### src/rtl/mem_port_arbiter_if.sv
// Enable/ready bundle between two requesters, the arbiter and the memory.
// slave is the arbiter's view; master is the surrounding core/memory/testbench view.
interface mem_port_arbiter_if;
  logic        EN_rq0_put;
  logic [64:0] rq0_put;
  logic        RDY_rq0_put;
  logic        EN_rq1_put;
  logic [64:0] rq1_put;
  logic        RDY_rq1_put;
  logic        EN_rs0_get;
  logic [31:0] rs0_get;
  logic        RDY_rs0_get;
  logic        EN_rs1_get;
  logic [31:0] rs1_get;
  logic        RDY_rs1_get;
  logic        EN_mem_rq_get;
  logic [64:0] mem_rq_get;
  logic        RDY_mem_rq_get;
  logic        EN_mem_rs_put;
  logic [31:0] mem_rs_put;
  logic        RDY_mem_rs_put;

  modport slave (
    input  EN_rq0_put, rq0_put, EN_rq1_put, rq1_put, EN_rs0_get, EN_rs1_get,
    input  EN_mem_rq_get, EN_mem_rs_put, mem_rs_put,
    output RDY_rq0_put, RDY_rq1_put, rs0_get, RDY_rs0_get, rs1_get, RDY_rs1_get,
    output mem_rq_get, RDY_mem_rq_get, RDY_mem_rs_put
  );

  modport master (
    output EN_rq0_put, rq0_put, EN_rq1_put, rq1_put, EN_rs0_get, EN_rs1_get,
    output EN_mem_rq_get, EN_mem_rs_put, mem_rs_put,
    input  RDY_rq0_put, RDY_rq1_put, rs0_get, RDY_rs0_get, rs1_get, RDY_rs1_get,
    input  mem_rq_get, RDY_mem_rq_get, RDY_mem_rs_put
  );
endinterface

### src/rtl/mem_port_arbiter.sv
// Round-robin arbiter sharing one memory port between fetch (0) and load/store (1).
// Optional MEM_ARB_PERF_EN adds grant and tag-stall counters.
module mem_port_arbiter #(
  parameter int unsigned TAG_DEPTH  = 4,
  parameter bit          RESET_LAST = 1'b1
) (
  input  logic              CLK,
  input  logic              RST_N,
  mem_port_arbiter_if.slave bus
`ifdef MEM_ARB_PERF_EN
  ,
  output logic [31:0]       grant0_count,
  output logic [31:0]       grant1_count,
  output logic [31:0]       stall_count
`endif
);
  localparam int unsigned TW = (TAG_DEPTH > 2) ? $clog2(TAG_DEPTH) : 1;
  localparam int unsigned CW = TW + 1;
  localparam logic [CW-1:0] TAG_FULL = CW'(TAG_DEPTH);

  logic [1:0]    w_in_en, w_in_ne, w_pop, w_rs_deq;
  logic [64:0]   w_in_data [2];
  logic [64:0]   r_in_mem [2][2];
  logic [1:0]    r_in_rd, r_in_wr;
  logic [1:0]    r_in_cnt [2];
  logic          r_out_valid, r_out_tag, r_last;
  logic [64:0]   r_out_data;
  logic          w_load, w_grant, w_gnt;
  logic          r_tag_mem [TAG_DEPTH];
  logic [TW-1:0] r_tag_rd, r_tag_wr;
  logic [CW-1:0] r_tag_cnt;
  logic          w_head_tag, w_tag_push, w_tag_pop;
  logic [1:0]    r_rs_valid;
  logic [31:0]   r_rs_data [2];

  assign w_in_en      = {bus.EN_rq1_put, bus.EN_rq0_put};
  assign w_in_data[0] = bus.rq0_put;
  assign w_in_data[1] = bus.rq1_put;
  assign w_rs_deq     = {bus.EN_rs1_get, bus.EN_rs0_get};
  assign w_tag_push   = bus.EN_mem_rq_get;
  assign w_tag_pop    = bus.EN_mem_rs_put;
  assign w_head_tag   = r_tag_mem[r_tag_rd];

  // Input FIFO count is 0 in reset, so gate with RST_N to keep RDY low there.
  assign bus.RDY_rq0_put    = RST_N && (r_in_cnt[0] != 2'd2);
  assign bus.RDY_rq1_put    = RST_N && (r_in_cnt[1] != 2'd2);
  assign bus.RDY_mem_rq_get = r_out_valid && (r_tag_cnt != TAG_FULL);
  assign bus.RDY_mem_rs_put = (r_tag_cnt != '0) && !r_rs_valid[w_head_tag];
  assign bus.mem_rq_get     = r_out_data;
  assign bus.RDY_rs0_get    = r_rs_valid[0];
  assign bus.RDY_rs1_get    = r_rs_valid[1];
  assign bus.rs0_get        = r_rs_data[0];
  assign bus.rs1_get        = r_rs_data[1];

  always_comb begin
    w_in_ne = 2'b00;
    for (int i = 0; i < 2; i++) w_in_ne[i] = (r_in_cnt[i] != 2'd0);
    w_load  = !r_out_valid || bus.EN_mem_rq_get;
    w_grant = w_load && (|w_in_ne);
    // On a tie the side that did not win last time goes next.
    w_gnt   = (&w_in_ne) ? ~r_last : w_in_ne[1];
    w_pop   = w_grant ? (w_gnt ? 2'b10 : 2'b01) : 2'b00;
  end

  always_ff @(posedge CLK or negedge RST_N) begin
    if (!RST_N) begin
      r_in_rd     <= '0;
      r_in_wr     <= '0;
      r_in_cnt[0] <= '0;
      r_in_cnt[1] <= '0;
    end else begin
      for (int i = 0; i < 2; i++) begin
        if (w_in_en[i]) r_in_wr[i] <= ~r_in_wr[i];
        if (w_pop[i])   r_in_rd[i] <= ~r_in_rd[i];
        r_in_cnt[i] <= r_in_cnt[i] + {1'b0, w_in_en[i]} - {1'b0, w_pop[i]};
      end
    end
  end

  always_ff @(posedge CLK) begin
    for (int i = 0; i < 2; i++) begin
      if (w_in_en[i]) r_in_mem[i][r_in_wr[i]] <= w_in_data[i];
    end
    if (w_tag_push) r_tag_mem[r_tag_wr] <= r_out_tag;
  end

  always_ff @(posedge CLK or negedge RST_N) begin
    if (!RST_N) begin
      r_out_valid <= 1'b0;
      r_out_tag   <= 1'b0;
      r_out_data  <= '0;
      r_last      <= RESET_LAST;
    end else if (w_grant) begin
      r_out_valid <= 1'b1;
      r_out_tag   <= w_gnt;
      r_out_data  <= r_in_mem[w_gnt][r_in_rd[w_gnt]];
      r_last      <= w_gnt;
    end else if (bus.EN_mem_rq_get) begin
      r_out_valid <= 1'b0;
    end
  end

  always_ff @(posedge CLK or negedge RST_N) begin
    if (!RST_N) begin
      r_tag_rd  <= '0;
      r_tag_wr  <= '0;
      r_tag_cnt <= '0;
    end else begin
      if (w_tag_push) r_tag_wr <= r_tag_wr + TW'(1);
      if (w_tag_pop)  r_tag_rd <= r_tag_rd + TW'(1);
      r_tag_cnt <= r_tag_cnt + CW'(w_tag_push) - CW'(w_tag_pop);
    end
  end

  always_ff @(posedge CLK or negedge RST_N) begin
    if (!RST_N) begin
      r_rs_valid   <= '0;
      r_rs_data[0] <= '0;
      r_rs_data[1] <= '0;
    end else begin
      for (int i = 0; i < 2; i++) begin
        if (w_rs_deq[i]) r_rs_valid[i] <= 1'b0;
      end
      if (w_tag_pop) begin
        r_rs_valid[w_head_tag] <= 1'b1;
        r_rs_data[w_head_tag]  <= bus.mem_rs_put;
      end
    end
  end

`ifdef MEM_ARB_PERF_EN
  logic [31:0] r_grant0_cnt, r_grant1_cnt, r_stall_cnt;

  always_ff @(posedge CLK or negedge RST_N) begin
    if (!RST_N) begin
      r_grant0_cnt <= '0;
      r_grant1_cnt <= '0;
      r_stall_cnt  <= '0;
    end else begin
      if (bus.EN_mem_rq_get && !r_out_tag) r_grant0_cnt <= r_grant0_cnt + 32'd1;
      if (bus.EN_mem_rq_get && r_out_tag)  r_grant1_cnt <= r_grant1_cnt + 32'd1;
      if (r_out_valid && (r_tag_cnt == TAG_FULL)) r_stall_cnt <= r_stall_cnt + 32'd1;
    end
  end

  assign grant0_count = r_grant0_cnt;
  assign grant1_count = r_grant1_cnt;
  assign stall_count  = r_stall_cnt;
`endif

`ifndef SYNTHESIS
  a_rq0: assert property (@(posedge CLK) disable iff (!RST_N) bus.EN_rq0_put |-> bus.RDY_rq0_put);
  a_rq1: assert property (@(posedge CLK) disable iff (!RST_N) bus.EN_rq1_put |-> bus.RDY_rq1_put);
  a_rs0: assert property (@(posedge CLK) disable iff (!RST_N) bus.EN_rs0_get |-> bus.RDY_rs0_get);
  a_rs1: assert property (@(posedge CLK) disable iff (!RST_N) bus.EN_rs1_get |-> bus.RDY_rs1_get);
  a_mrq: assert property (@(posedge CLK) disable iff (!RST_N)
                          bus.EN_mem_rq_get |-> bus.RDY_mem_rq_get);
  a_mrs: assert property (@(posedge CLK) disable iff (!RST_N)
                          bus.EN_mem_rs_put |-> bus.RDY_mem_rs_put);
`endif
endmodule

### src/flat_wrapper.sv
// flat-port wrapper written by rule: the top's interface ports become plain ports
module mem_port_arbiter_flat 
#(
  parameter int unsigned TAG_DEPTH  = 4,
  parameter bit          RESET_LAST = 1'b1
)
  (CLK, RST_N, bus_EN_rq0_put, bus_rq0_put, bus_EN_rq1_put, bus_rq1_put, bus_EN_rs0_get, bus_EN_rs1_get, bus_EN_mem_rq_get, bus_EN_mem_rs_put, bus_mem_rs_put, bus_RDY_rq0_put, bus_RDY_rq1_put, bus_rs0_get, bus_RDY_rs0_get, bus_rs1_get, bus_RDY_rs1_get, bus_mem_rq_get, bus_RDY_mem_rq_get, bus_RDY_mem_rs_put);
  mem_port_arbiter_if bus_i ();
  input  logic CLK;
  input  logic RST_N;
  input wire logic [$bits(bus_i.EN_rq0_put)-1:0] bus_EN_rq0_put;
  input wire logic [$bits(bus_i.rq0_put)-1:0] bus_rq0_put;
  input wire logic [$bits(bus_i.EN_rq1_put)-1:0] bus_EN_rq1_put;
  input wire logic [$bits(bus_i.rq1_put)-1:0] bus_rq1_put;
  input wire logic [$bits(bus_i.EN_rs0_get)-1:0] bus_EN_rs0_get;
  input wire logic [$bits(bus_i.EN_rs1_get)-1:0] bus_EN_rs1_get;
  input wire logic [$bits(bus_i.EN_mem_rq_get)-1:0] bus_EN_mem_rq_get;
  input wire logic [$bits(bus_i.EN_mem_rs_put)-1:0] bus_EN_mem_rs_put;
  input wire logic [$bits(bus_i.mem_rs_put)-1:0] bus_mem_rs_put;
  output wire logic [$bits(bus_i.RDY_rq0_put)-1:0] bus_RDY_rq0_put;
  output wire logic [$bits(bus_i.RDY_rq1_put)-1:0] bus_RDY_rq1_put;
  output wire logic [$bits(bus_i.rs0_get)-1:0] bus_rs0_get;
  output wire logic [$bits(bus_i.RDY_rs0_get)-1:0] bus_RDY_rs0_get;
  output wire logic [$bits(bus_i.rs1_get)-1:0] bus_rs1_get;
  output wire logic [$bits(bus_i.RDY_rs1_get)-1:0] bus_RDY_rs1_get;
  output wire logic [$bits(bus_i.mem_rq_get)-1:0] bus_mem_rq_get;
  output wire logic [$bits(bus_i.RDY_mem_rq_get)-1:0] bus_RDY_mem_rq_get;
  output wire logic [$bits(bus_i.RDY_mem_rs_put)-1:0] bus_RDY_mem_rs_put;
  assign bus_i.EN_rq0_put = bus_EN_rq0_put;
  assign bus_i.rq0_put = bus_rq0_put;
  assign bus_i.EN_rq1_put = bus_EN_rq1_put;
  assign bus_i.rq1_put = bus_rq1_put;
  assign bus_i.EN_rs0_get = bus_EN_rs0_get;
  assign bus_i.EN_rs1_get = bus_EN_rs1_get;
  assign bus_i.EN_mem_rq_get = bus_EN_mem_rq_get;
  assign bus_i.EN_mem_rs_put = bus_EN_mem_rs_put;
  assign bus_i.mem_rs_put = bus_mem_rs_put;
  assign bus_RDY_rq0_put = bus_i.RDY_rq0_put;
  assign bus_RDY_rq1_put = bus_i.RDY_rq1_put;
  assign bus_rs0_get = bus_i.rs0_get;
  assign bus_RDY_rs0_get = bus_i.RDY_rs0_get;
  assign bus_rs1_get = bus_i.rs1_get;
  assign bus_RDY_rs1_get = bus_i.RDY_rs1_get;
  assign bus_mem_rq_get = bus_i.mem_rq_get;
  assign bus_RDY_mem_rq_get = bus_i.RDY_mem_rq_get;
  assign bus_RDY_mem_rs_put = bus_i.RDY_mem_rs_put;
  mem_port_arbiter #(.TAG_DEPTH(TAG_DEPTH), .RESET_LAST(RESET_LAST)) u_core (.CLK(CLK), .RST_N(RST_N), .bus(bus_i));
endmodule
### config.mk
export PLATFORM = sky130hd
export DESIGN_NAME = mem_port_arbiter_flat
export DESIGN_NICKNAME = d
export VERILOG_FILES = /design/src/rtl/mem_port_arbiter_if.sv /design/src/rtl/mem_port_arbiter.sv /design/src/flat_wrapper.sv
export SDC_FILE = /design/constraint.sdc
export NUM_CORES = 1
export LEC_CHECK = 0
export CAP_MARGIN = 0
export CORE_MARGIN = 2
export CORE_UTILIZATION = 58
export CTS_BUF_LIST = sky130_fd_sc_hd__clkbuf_2 sky130_fd_sc_hd__clkbuf_4 sky130_fd_sc_hd__clkbuf_8
export DETAILED_ROUTE_END_ITERATION = 8
export GPL_TIMING_DRIVEN = 0
export HOLD_SLACK_MARGIN = 0.02
export PLACE_DENSITY_LB_ADDON = 0.3
export SLEW_MARGIN = 40
export SYNTH_ARGS = -nofsm -noshare
export SYNTH_HDL_FRONTEND = slang
export SYNTH_SLANG_ARGS = --single-unit
### constraint.sdc
create_clock -name CLK -period 8.8 [get_ports CLK]
set_clock_uncertainty 0.2 [all_clocks]
set_input_delay 1.76 -clock CLK [delete_from_list [all_inputs] [get_ports CLK]]
set_output_delay 1.76 -clock CLK [all_outputs]
set_load 0.01 [all_outputs]
==> impl_metrics.py <==
metrics = {
    "placed_design": {
        "port_buffers": 304,
        "gp_congestion": 0.8033,
        "placed_cells": 1719,
        "dp_hpwl_mm": 28.35,
    },
    "drt": {
        "drc": 0,
        "antenna_left": 0,
        "drtIter0Drc": 948,
        "wirelength_mm": 41.64,
        "via_per_inst": 5.916,
        "num_vias": 10910,
        "first_pass_iters": 6,
        "wl_per_cell_um": 22.58,
    },
    "cts": {
        "hold_buffers": 0,
        "cts-buffers-inserted": 68,
        "cts_resized": 0,
        "cts_sinks": 413,
        "post_cts_buffers": 0,
        "cts_buffer_depth": 3,
        "clock-root-buffer": "clkbuf_8",
        "cts_tree": "yes",
        "worstSkewPairLatency_ns": 0.57,
        "cts.htree.levels": 3,
        "clk_pin_slew_ns": 0.06,
    },
    "layout": {
        "fin_nets": 1592,
        "final_cell_count_no_fill": 1844,
        "fillers": 1654,
        "drive_above_1_share": 0.1551,
        "syn2layout_area_growth_pct": 33.03,
        "final_util": 0.7785,
    },
    "power": {
        "pwr-share-clk": 0.229,
        "vdd_drop_max_mv": 0.1740,
        "switching_share": 0.3367,
        "power_density_nw_per_um2": 357.5,
        "p_leak_uw": 0.007863,
        "switching_power_uw": 2588,
        "internal_power_uw": 5100,
        "combPwrFrac": 0.381,
        "power.share.sequential": 0.391,
    },
    "sta": {
        "tightest_slew_ns": 0.7033,
        "timing.final.crit_period_ns": 5.104,
        "rsz0062_at_grt": "false",
        "report.final.hold_viol_count": 0,
        "finalSetupViolCount": 0,
        "holdWs_ns": 0.2906,
        "clock.fmax_mhz": 195.9,
        "slew-limit-headroom": 0.5311,
        "finalCritPeriodShare": 0.5800,
        "setup_tns_ns": 0,
        "slew_violations": 0,
    },
    "logic_synthesis": {
        "synth_area_per_cell_um2": 15.79,
        "synth_top_family_by_area": "compound AO/OA/AOI/OAI gates",
        "ys_seq_area_frac": 0.7210,
        "ys.flop_type": "edfxtp_1",
        "yosys.area_share.adder": 0.008977,
        "synth-seq-cells": 413,
        "synth_compound_area_frac": 0.1259,
        "synthMuxAreaShare": 0.05270,
        "synthCells": 1024,
        "yosys_warnings": 0,
        "synth_area_um2": 16170,
        "synth_xor_area_frac": 0.007042,
        "synth_edf_count": 264,
        "yosysUniqueCellTypes": 34,
        "async_reset_ff_frac": 0.3608,
        "synthesis.nets": 1205,
        "synth-simple-area-share": 0.05796,
    },
    "setup_path": {
        "worstSetupPathDepth": 4,
        "critPathRequiredTime_ns": 6.84,
        "cp.arrival_ns": 3.14,
        "r2r_end": "u_core.r_in_cnt[3]",
        "cpMaxStageDelayCell": "clkdlybuf4s50_1",
        "worstSetupStartpointType": "input port",
        "cp_max_fo": 65,
        "reg2reg_depth": 8,
        "path_class": "in -> out",
        "crit_family": "buffers and inverters",
        "endpoint_kind": "output pin",
        "regToRegSetupSlack_ns": 6.01,
        "cpPeakStageDelay_ns": 0.62,
        "r2r-start": "u_core.r_in_cnt[1]",
        "worstPathCellList": "buf_8 -> buf_16 -> a21boi_0 -> clkdlybuf4s50_1",
        "worst-path-buf-inv": 3,
        "crit_path_start": "RST_N",
    },
    "floorplanning": {
        "ios": 305,
        "initial_core_util": 0.5852,
        "coreArea_um2": 27630,
        "die_y_um": 171.0,
        "die_x_um": 171.0,
        "row_count": 61,
        "die-area_um2": 29230,
    },
    "global_routing": {
        "antenna_found_initial": 1,
        "grt_pass1_wl_mm": 62.87,
        "grt_start_max_net_pins": 71,
        "gr-usage-all-layers": 0.2853,
        "grt_overflow": 0,
        "grt_pass1_vias": 11257,
    },
    "run": {
        "cap_viol_max_count": 0,
    },
    "min_path": {
        "min_path_type": "reg -> reg",
        "hold_depth": 1,
        "hold_path_end": "u_core.r_tag_rd[1]",
        "hold_start": "u_core.r_tag_rd[1]",
    },
    "status": {
        "status": "completed",
    },
}
[synth_stat cells (all sizes together) (3+ instances only)]
cell type	count	area, um^2
a2111oi	65	569.3
a221oi	65	569.3
and2	6	37.54
buf	20	128.9
clkbuf	66	249.0
dfrtp	148	3704
edfxtp	264	7928
ha	10	125.1
inv	13	48.80
mux2	64	829.6
nand2	3	11.26
nor2b	133	832.1
o21ai	70	350.3
o31ai	65	488.0
xnor2	6	52.55
xor2	7	61.31
[power groups by stage]
stage | Sequential [uW] | Clock (uW) | Combinational, uW
after detailed placement | 3030 | 0 | 2910
after floorplan | 3120 | 0 | 1390
final | 3000 | 1760 | 2930
after global routing | 3050 | 1880 | 3150
after CTS | 3000 | 1780 | 2930
after global placement | 3040 | 0 | 2730
[how the worst max path moves through the flow]
stage                                         end  slack (ns)
after floorplan           u_core.r_in_mem[1][100]        3.49
after global placement            bus_RDY_rq0_put       -1.55
after detailed placement          bus_RDY_rq0_put        3.67
after CTS                         bus_RDY_rq0_put        3.67
after global routing              bus_RDY_rq0_put        3.53
final                             bus_RDY_rq0_put        3.70
[cell families (layout without fill, tap and decap cells)]
kind of cell	Yosys count	count (layout)
DFF	413	413
buffers and inverters	99	539
xor gates and xnor gates	13	13
other	0	2
and+or+nand+nor	150	150
muxes	65	65
AOI/OAI and AO/OA	273	273
adders and majority gates	11	11
[layout by cell type, fill, tap and decap left out, types with 4 or more instances in the layout]
| cell type | n |
|---|---|
| a2111oi_0 | 65 |
| a221oi_1 | 65 |
| and2_1 | 4 |
| buf_16 | 10 |
| buf_2 | 10 |
| buf_6 | 4 |
| clkbuf_1 | 65 |
| clkbuf_4 | 27 |
| clkbuf_8 | 80 |
| clkdlybuf4s50_1 | 303 |
| clkinv_2 | 6 |
| dfrtp_1 | 148 |
| edfxtp_1 | 264 |
| ha_1 | 10 |
| inv_1 | 13 |
| mux2_2 | 35 |
| mux2_4 | 29 |
| nor2b_1 | 131 |
| o21ai_0 | 70 |
| o31ai_1 | 65 |
| xnor2_1 | 6 |
| xor2_1 | 7 |
[through the flow]
| step | cell area [um^2] | power [uW] | worst slack, ns |
|---|---|---|---|
| detailed placement | 20040 | 5943 | 3.673 |
| global route | 21500 | 8082 | 3.532 |
| finish | 21510 | 7688 | 3.696 |
| CTS | 21500 | 7707 | 3.670 |
| global placement | 19680 | 5771 | -1.549 |
| floorplan | 16170 | 4505 | 3.487 |
[sequential cells by signal (all words and copies together) (netlist names)]
name / cells
u_core.r_tag_wr: 2
u_core.r_tag_mem: 4
u_core.bus.mem_rq_get: 65
u_core.r_tag_cnt: 3
u_core.r_last: 1
u_core.bus.rs1_get: 32
u_core.r_out_tag: 1
u_core.r_out_valid: 1
u_core.r_in_cnt: 4
u_core.r_in_wr: 2
u_core.r_in_mem: 260
u_core.r_rs_valid: 2
u_core.r_in_rd: 2
u_core.r_tag_rd: 2
u_core.bus.rs0_get: 32
[layout make-up]
type / instances / area [um^2] / area share
Buffer: 86 / 377.9 / 0.01757
Clock inverter: 16 / 160.2 / 0.007446
Antenna cell: 2 / 5.005 / 0.0002327
Clock buffer: 107 / 1304 / 0.06062
Sequential cell: 413 / 11660 / 0.5420
Tap cell: 378 / 473.0 / 0.02199
Inverter: 13 / 48.80 / 0.002269
Timing Repair Buffer: 317 / 3378 / 0.1571
Multi-Input combinational cell: 512 / 4104 / 0.1908
[routing by layer]
metal	track usage	wire length, um
met1	0.3570	15740
met2	0.4763	20640
met3	0.07703	4138
met4	0.1124	1124
met5	0	0
Power figures use the tool's default switching activity.
